**src/rtl/mult_div_unit.sv**
```systemverilog
`default_nettype none
// ============================================================================
// Module   : mult_div_unit
// Brief    : Sequential MIPS multiply/divide unit holding HI/LO; one bit per
//            cycle with a start/busy/done handshake.
// Revision : 1.0 - initial release
// ============================================================================
module mult_div_unit #(
  parameter int WIDTH = 32
) (
  input  logic             clk,
  input  logic             reset,
  input  logic             start,
  input  logic [5:0]       funct,
  input  logic [WIDTH-1:0] operandA,
  input  logic [WIDTH-1:0] operandB,
  output logic             busy,
  output logic             done,
  output logic             div_by_zero,
  output logic [WIDTH-1:0] hi,
  output logic [WIDTH-1:0] lo
);

  localparam int              c_CW    = $clog2(WIDTH);
  localparam logic [c_CW-1:0] c_LAST  = c_CW'(WIDTH - 1);
  localparam logic [c_CW-1:0] c_ONE   = c_CW'(1);
  localparam logic [1:0]      c_IDLE  = 2'd0;
  localparam logic [1:0]      c_RUN   = 2'd1;
  localparam logic [1:0]      c_FIX   = 2'd2;
  localparam logic [5:0]      c_MTHI  = 6'h11;
  localparam logic [5:0]      c_MTLO  = 6'h13;
  localparam logic [5:0]      c_MULT  = 6'h18;
  localparam logic [5:0]      c_MULTU = 6'h19;
  localparam logic [5:0]      c_DIV   = 6'h1A;
  localparam logic [5:0]      c_DIVU  = 6'h1B;

  logic [1:0]         r_state, w_state_nxt;
  logic [c_CW-1:0]    r_cnt;
  logic               r_is_div, r_signed, r_sign_a, r_sign_b;
  logic [WIDTH-1:0]   r_a, r_b, r_a_raw, r_hi, r_lo;
  logic [2*WIDTH-1:0] r_acc;
  logic               r_done, r_dbz;

  logic               w_is_md, w_sign_a, w_sign_b, w_neg, w_qbit;
  logic [WIDTH-1:0]   w_abs_a, w_abs_b, w_rem_nxt, w_q, w_r, w_hi_fix, w_lo_fix;
  logic [WIDTH:0]     w_sum, w_rem_sh, w_diff;
  logic [2*WIDTH-1:0] w_prod;

  assign w_is_md  = (funct == c_MULT) || (funct == c_MULTU) ||
                    (funct == c_DIV)  || (funct == c_DIVU);
  // funct[0]==0 selects the signed variants (MULT, DIV)
  assign w_sign_a = ~funct[0] & operandA[WIDTH-1];
  assign w_sign_b = ~funct[0] & operandB[WIDTH-1];
  assign w_abs_a  = w_sign_a ? -operandA : operandA;
  assign w_abs_b  = w_sign_b ? -operandB : operandB;

  // Multiply step: add multiplicand into the upper half, shift right
  assign w_sum    = {1'b0, r_acc[2*WIDTH-1:WIDTH]} + {1'b0, (r_b[0] ? r_a : '0)};
  // Divide step: upper half is the remainder, lower half collects quotient bits
  assign w_rem_sh  = {r_acc[2*WIDTH-1:WIDTH], r_a[WIDTH-1]};
  assign w_diff    = w_rem_sh - {1'b0, r_b};
  assign w_qbit    = ~w_diff[WIDTH];
  assign w_rem_nxt = w_qbit ? w_diff[WIDTH-1:0] : w_rem_sh[WIDTH-1:0];

  assign w_neg  = r_signed & (r_sign_a ^ r_sign_b);
  assign w_prod = w_neg ? -r_acc : r_acc;
  assign w_q    = w_neg ? -r_acc[WIDTH-1:0] : r_acc[WIDTH-1:0];
  assign w_r    = (r_signed & r_sign_a) ? -r_acc[2*WIDTH-1:WIDTH] : r_acc[2*WIDTH-1:WIDTH];

  always_comb begin
    w_hi_fix = w_prod[2*WIDTH-1:WIDTH];
    w_lo_fix = w_prod[WIDTH-1:0];
    if (r_is_div) begin
      if (r_b == '0) begin
        w_hi_fix = r_a_raw;
        w_lo_fix = '1;
      end else begin
        w_hi_fix = w_r;
        w_lo_fix = w_q;
      end
    end
  end

  always_ff @(posedge clk) begin
    if (reset) r_state <= c_IDLE;
    else       r_state <= w_state_nxt;
  end

  always_comb begin
    w_state_nxt = r_state;
    case (r_state)
      c_IDLE:  if (start && w_is_md) w_state_nxt = c_RUN;
      c_RUN:   if (r_cnt == c_LAST)  w_state_nxt = c_FIX;
      c_FIX:   w_state_nxt = c_IDLE;
      default: w_state_nxt = c_IDLE;
    endcase
  end

  always_comb begin
    busy        = (r_state != c_IDLE);
    done        = r_done;
    div_by_zero = r_dbz;
    hi          = r_hi;
    lo          = r_lo;
  end

  always_ff @(posedge clk) begin
    if (reset) begin
      r_cnt    <= '0;
      r_is_div <= 1'b0;
      r_signed <= 1'b0;
      r_sign_a <= 1'b0;
      r_sign_b <= 1'b0;
      r_a      <= '0;
      r_b      <= '0;
      r_a_raw  <= '0;
      r_acc    <= '0;
      r_hi     <= '0;
      r_lo     <= '0;
      r_done   <= 1'b0;
      r_dbz    <= 1'b0;
    end else begin
      r_done <= 1'b0;
      r_dbz  <= 1'b0;
      case (r_state)
        c_IDLE: if (start) begin
          if (funct == c_MTHI) r_hi <= operandA;
          if (funct == c_MTLO) r_lo <= operandA;
          if (w_is_md) begin
            r_is_div <= funct[1];
            r_signed <= ~funct[0];
            r_sign_a <= w_sign_a;
            r_sign_b <= w_sign_b;
            r_a      <= w_abs_a;
            r_b      <= w_abs_b;
            r_a_raw  <= operandA;
            r_acc    <= '0;
            r_cnt    <= '0;
          end
        end
        c_RUN: begin
          r_cnt <= r_cnt + c_ONE;
          if (r_is_div) begin
            r_acc <= {w_rem_nxt, r_acc[WIDTH-2:0], w_qbit};
            r_a   <= r_a << 1;
          end else begin
            r_acc <= {w_sum, r_acc[WIDTH-1:1]};
            r_b   <= r_b >> 1;
          end
        end
        c_FIX: begin
          r_hi   <= w_hi_fix;
          r_lo   <= w_lo_fix;
          r_done <= 1'b1;
          r_dbz  <= r_is_div & (r_b == '0);
        end
        default: ;
      endcase
    end
  end

endmodule
`default_nettype wire
```
**config.mk**
```make
export PLATFORM = sky130hd
export DESIGN_NAME = mult_div_unit
export DESIGN_NICKNAME = d
export VERILOG_FILES = /design/src/rtl/mult_div_unit.sv
export SDC_FILE = /design/constraint.sdc
export NUM_CORES = 1
export LEC_CHECK = 0
export ABC_AREA = 1
export ABC_CLOCK_PERIOD_IN_PS = 2800
export BUFFER_PORTS_ARGS = -buffer_cell sky130_fd_sc_hd__buf_4
export CAP_MARGIN = 20
export CORE_UTILIZATION = 45
export CTS_CLUSTER_SIZE = 10
export DETAILED_ROUTE_END_ITERATION = 16
export GPL_ROUTABILITY_DRIVEN = 0
export SYNTH_ARGS = -nofsm -noshare
export SYNTH_HDL_FRONTEND = slang
export SYNTH_SLANG_ARGS = --single-unit
```
**constraint.sdc**
```tcl
create_clock -name clk -period 2.8 [get_ports clk]
set_input_delay 0.56 -clock clk [delete_from_list [all_inputs] [get_ports clk]]
set_output_delay 0.56 -clock clk [all_outputs]
set_load 0.05 [all_outputs]
```
==> impl_metrics.env <==
export IMPL_clkSinkCount=237
export IMPL_rows=77
export IMPL_h_tree_depth=1
export IMPL_drc=0
export IMPL_overflow=0
export IMPL_fin_nets=3922
export IMPL_mostFrequentLayoutCells="nand2_1 (1077), inv_1 (462), nor2_1 (375)"
export IMPL_synth_top_family_by_area="simple AND/OR/NAND/NOR gates"
export IMPL_final_setup_tns_ns=0
export IMPL_outcome="finished clean"
export IMPL_cpMostUsedCell="nand2_1"
export IMPL_grt_max_degree=114
export IMPL_synth_edf_count=0
export IMPL_wire_per_inst_um=19.7
export IMPL_arrival_ns=3.20
export IMPL_power_density_nw_per_um2=377
export IMPL_start_util_pct=46.1
export IMPL_place_hpwl_um=67100
export IMPL_max_slew_worst_pin_slew_ns=1.12
export IMPL_hold_viol=0
export IMPL_first_pass_iters=7
export IMPL_ir_drop_v=0.000448
export IMPL_synth_cells=3649
export IMPL_power_total_mw=8.91
export IMPL_dp_slack_ns=0.0643
export IMPL_synth_compound_area_share_pct=19.1
export IMPL_vias=24800
export IMPL_totalWireLength_um=86200
export IMPL_timing_final_crit_share_pct=97.3
export IMPL_antenna_cells=0
export IMPL_drive_above_1_share_pct=9.75
export IMPL_yosysSeqAreaShare_pct=23.1
export IMPL_die_h_um=216
export IMPL_syn_avg_cell_area_um2=5.63
export IMPL_holdPathEnd="r_signed"
export IMPL_synthSimpleGateAreaFrac_pct=37.6
export IMPL_finalWorstSetupSlack_ns=0.0749
export IMPL_path_cells="inv_1, buf_4, ha_1, nand2_1, nor2_1, nand2_1, nand2_1, xor2_2, a22oi_1, o21ai_1, buf_4, nand2_1, a21oi_1"
export IMPL_rr_startpoint="r_acc[32]"
export IMPL_num_io_pins=140
export IMPL_yosysWarnings=0
export IMPL_r2r_end="hi[12]"
export IMPL_die_w_um=216
export IMPL_track_usage_pct=36.0
export IMPL_yosys_area_share_adder_pct=4.52
export IMPL_clk_pin_slew_ns=0.06
export IMPL_hp_start="funct[0]"
export IMPL_cap_violations=0
export IMPL_whs_path_depth=2
export IMPL_placed_area_um2=22600
export IMPL_power_leakage_nw=12.1
export IMPL_synth_mux_area_share_pct=0
export IMPL_final_area_um2=23600
export IMPL_syn_area_um2=20600
export IMPL_synthesis_nets=3795
export IMPL_synth_async_reset_ratio_pct=0
export IMPL_grt_pass1_wl_um=130000
export IMPL_endpoint_kind="flip-flop"
export IMPL_critPathSlowestCell="dfxtp_1"
export IMPL_fin_worst_skew_ns=0.0201
export IMPL_synth_ff_type="dfxtp_1"
export IMPL_viasPerCell=5.66
export IMPL_critPathMaxFanout=5
export IMPL_critPathLaunchType="flip-flop"
export IMPL_cpPeakStageDelay_ns=0.41
export IMPL_critPathKind="flip-flop to flip-flop"
export IMPL_clock_latency_ns=0.61
export IMPL_synth_distinct_cells=46
export IMPL_slew_viol_final=0
export IMPL_yosys_register_bits=237
export IMPL_max_freq_mhz=367
export IMPL_grt_pass1_vias=22200
export IMPL_reg2reg_slack_ns=0.07
export IMPL_post_route_util_pct=52.9
export IMPL_core_area_um2=44600
export IMPL_relSlewSlack_pct=25.2
export IMPL_mostFrequentLayoutCell="nand2_1"
export IMPL_final_antenna_net_count=0
export IMPL_cp_data_required_time_ns=3.28
export IMPL_cts_max_path_buffers=3
export IMPL_fin_crit_ns=2.73
export IMPL_cts_root_buf="clkbuf_16"
export IMPL_cts_tree="done"
export IMPL_rr_worst_depth=13
export IMPL_area_growth_pct=14.8
export IMPL_cts_made_buffers=29
export IMPL_die_area_um2=46500
export IMPL_port_buffers=139
export IMPL_antenna_found_initial=2
export IMPL_hp_class="primary input to flip-flop"
export IMPL_drt_iter0_drc=3065
export IMPL_synth_xor_area_share_pct=3.66
export IMPL_setup_viol=0
==> repair_timing <==
| item | in CTS | in global routing |
|---|---|---|
| hold endpoints to repair | 0 | 0 |
| gates resized for setup | 0 | 19 |
| hold buffers | 0 | 0 |
| buffers inserted | 0 | 2 |
| endpoints found under the setup margin | 0 | 34 |
==> registers in the layout (all words and copies together), names as in the netlist, 2 cells and up <==
name / count
r_acc: 64
hi: 32
lo: 32
r_a: 32
r_a_raw: 32
r_b: 32
r_cnt: 5
r_state: 2
==> metal layers <==
metal	up-vias	GRT usage, %	routed length, µm	part of all wire (%)
met5	-	0	29	0.034
met4	4	10.2	2900	3.4
met3	162	8.39	10400	12
met2	1303	51.7	34600	40
met1	11400	52.8	38300	44
li1	12000	-	-	-
==> Yosys cell counts, types with 12 or more instances <==
cell	instances	area [µm²]
a21oi_1	373	1870
a22oi_1	14	105
buf_2	32	160
clkbuf_1	101	379
dfxtp_1	237	4740
ha_1	71	888
inv_1	464	1740
inv_2	12	45.0
nand2_1	1079	4050
nand3_1	256	1280
nand3b_1	12	90.1
nand4_1	45	282
nor2_1	379	1420
nor2_2	19	119
nor3_1	43	215
o21ai_0	299	1500
o21ai_1	17	85.1
xnor2_1	21	184
xor2_1	65	569
==> where the power goes <==
part | switching, mW | internal, mW | total (mW)
registers | 0.0374 | 3.42 | 3.46
clock network | 1.55 | 2.10 | 3.64
logic | 1.24 | 0.572 | 1.81
total | 2.82 | 6.09 | 8.91
==> critical path, delay by kind of cell, from the launching register on <==
kind                       cells  cell delay (ns)
AOI/OAI and AO/OA              3             0.66
and+or+nand+nor                5             0.56
buffers and inverters          3             0.49
DFF                            1             0.41
adders and majority gates      1             0.28
xor gates and xnor gates       1             0.20
==> worst max-delay path by stage <==
| stage | end | cells past startpoint | start |
|---|---|---|---|
| after CTS | r_acc[55] | 16 | r_b[27] |
| after global routing | r_acc[56] | 15 | r_b[31] |
| after detailed placement | r_acc[55] | 16 | r_b[27] |
| after global placement | r_acc[53] | 16 | r_b[25] |
| after floorplan | r_acc[57] | 21 | r_b[0] |
| final | hi[12] | 13 | r_acc[32] |
==> stage by stage <==
step / hold slack, ns / std cells
after floorplan: 0.440 / 3649
after global placement: 0.448 / 4333
after detailed placement: 0.455 / 4333
after CTS: 0.214 / 4374
after global routing: 0.227 / 4378
final: 0.231 / 4378
==> kinds of logic after synthesis <==
family,count (synthesis)
DFF,237
adders and majority gates,73
and+or+nand+nor,1868
AOI/OAI and AO/OA,751
xor gates and xnor gates,86
buffers and inverters,634
==> cell type report <==
class / instances / area [µm²]
Fill cell: 4766 / 21000
Multi-Input combinational cell: 2779 / 13500
Sequential cell: 237 / 4750
Timing Repair Buffer: 248 / 1980
Inverter: 481 / 1810
Clock buffer: 36 / 772
Tap cell: 592 / 741
Clock inverter: 5 / 90.1
Power figures use the tool's default switching activity.
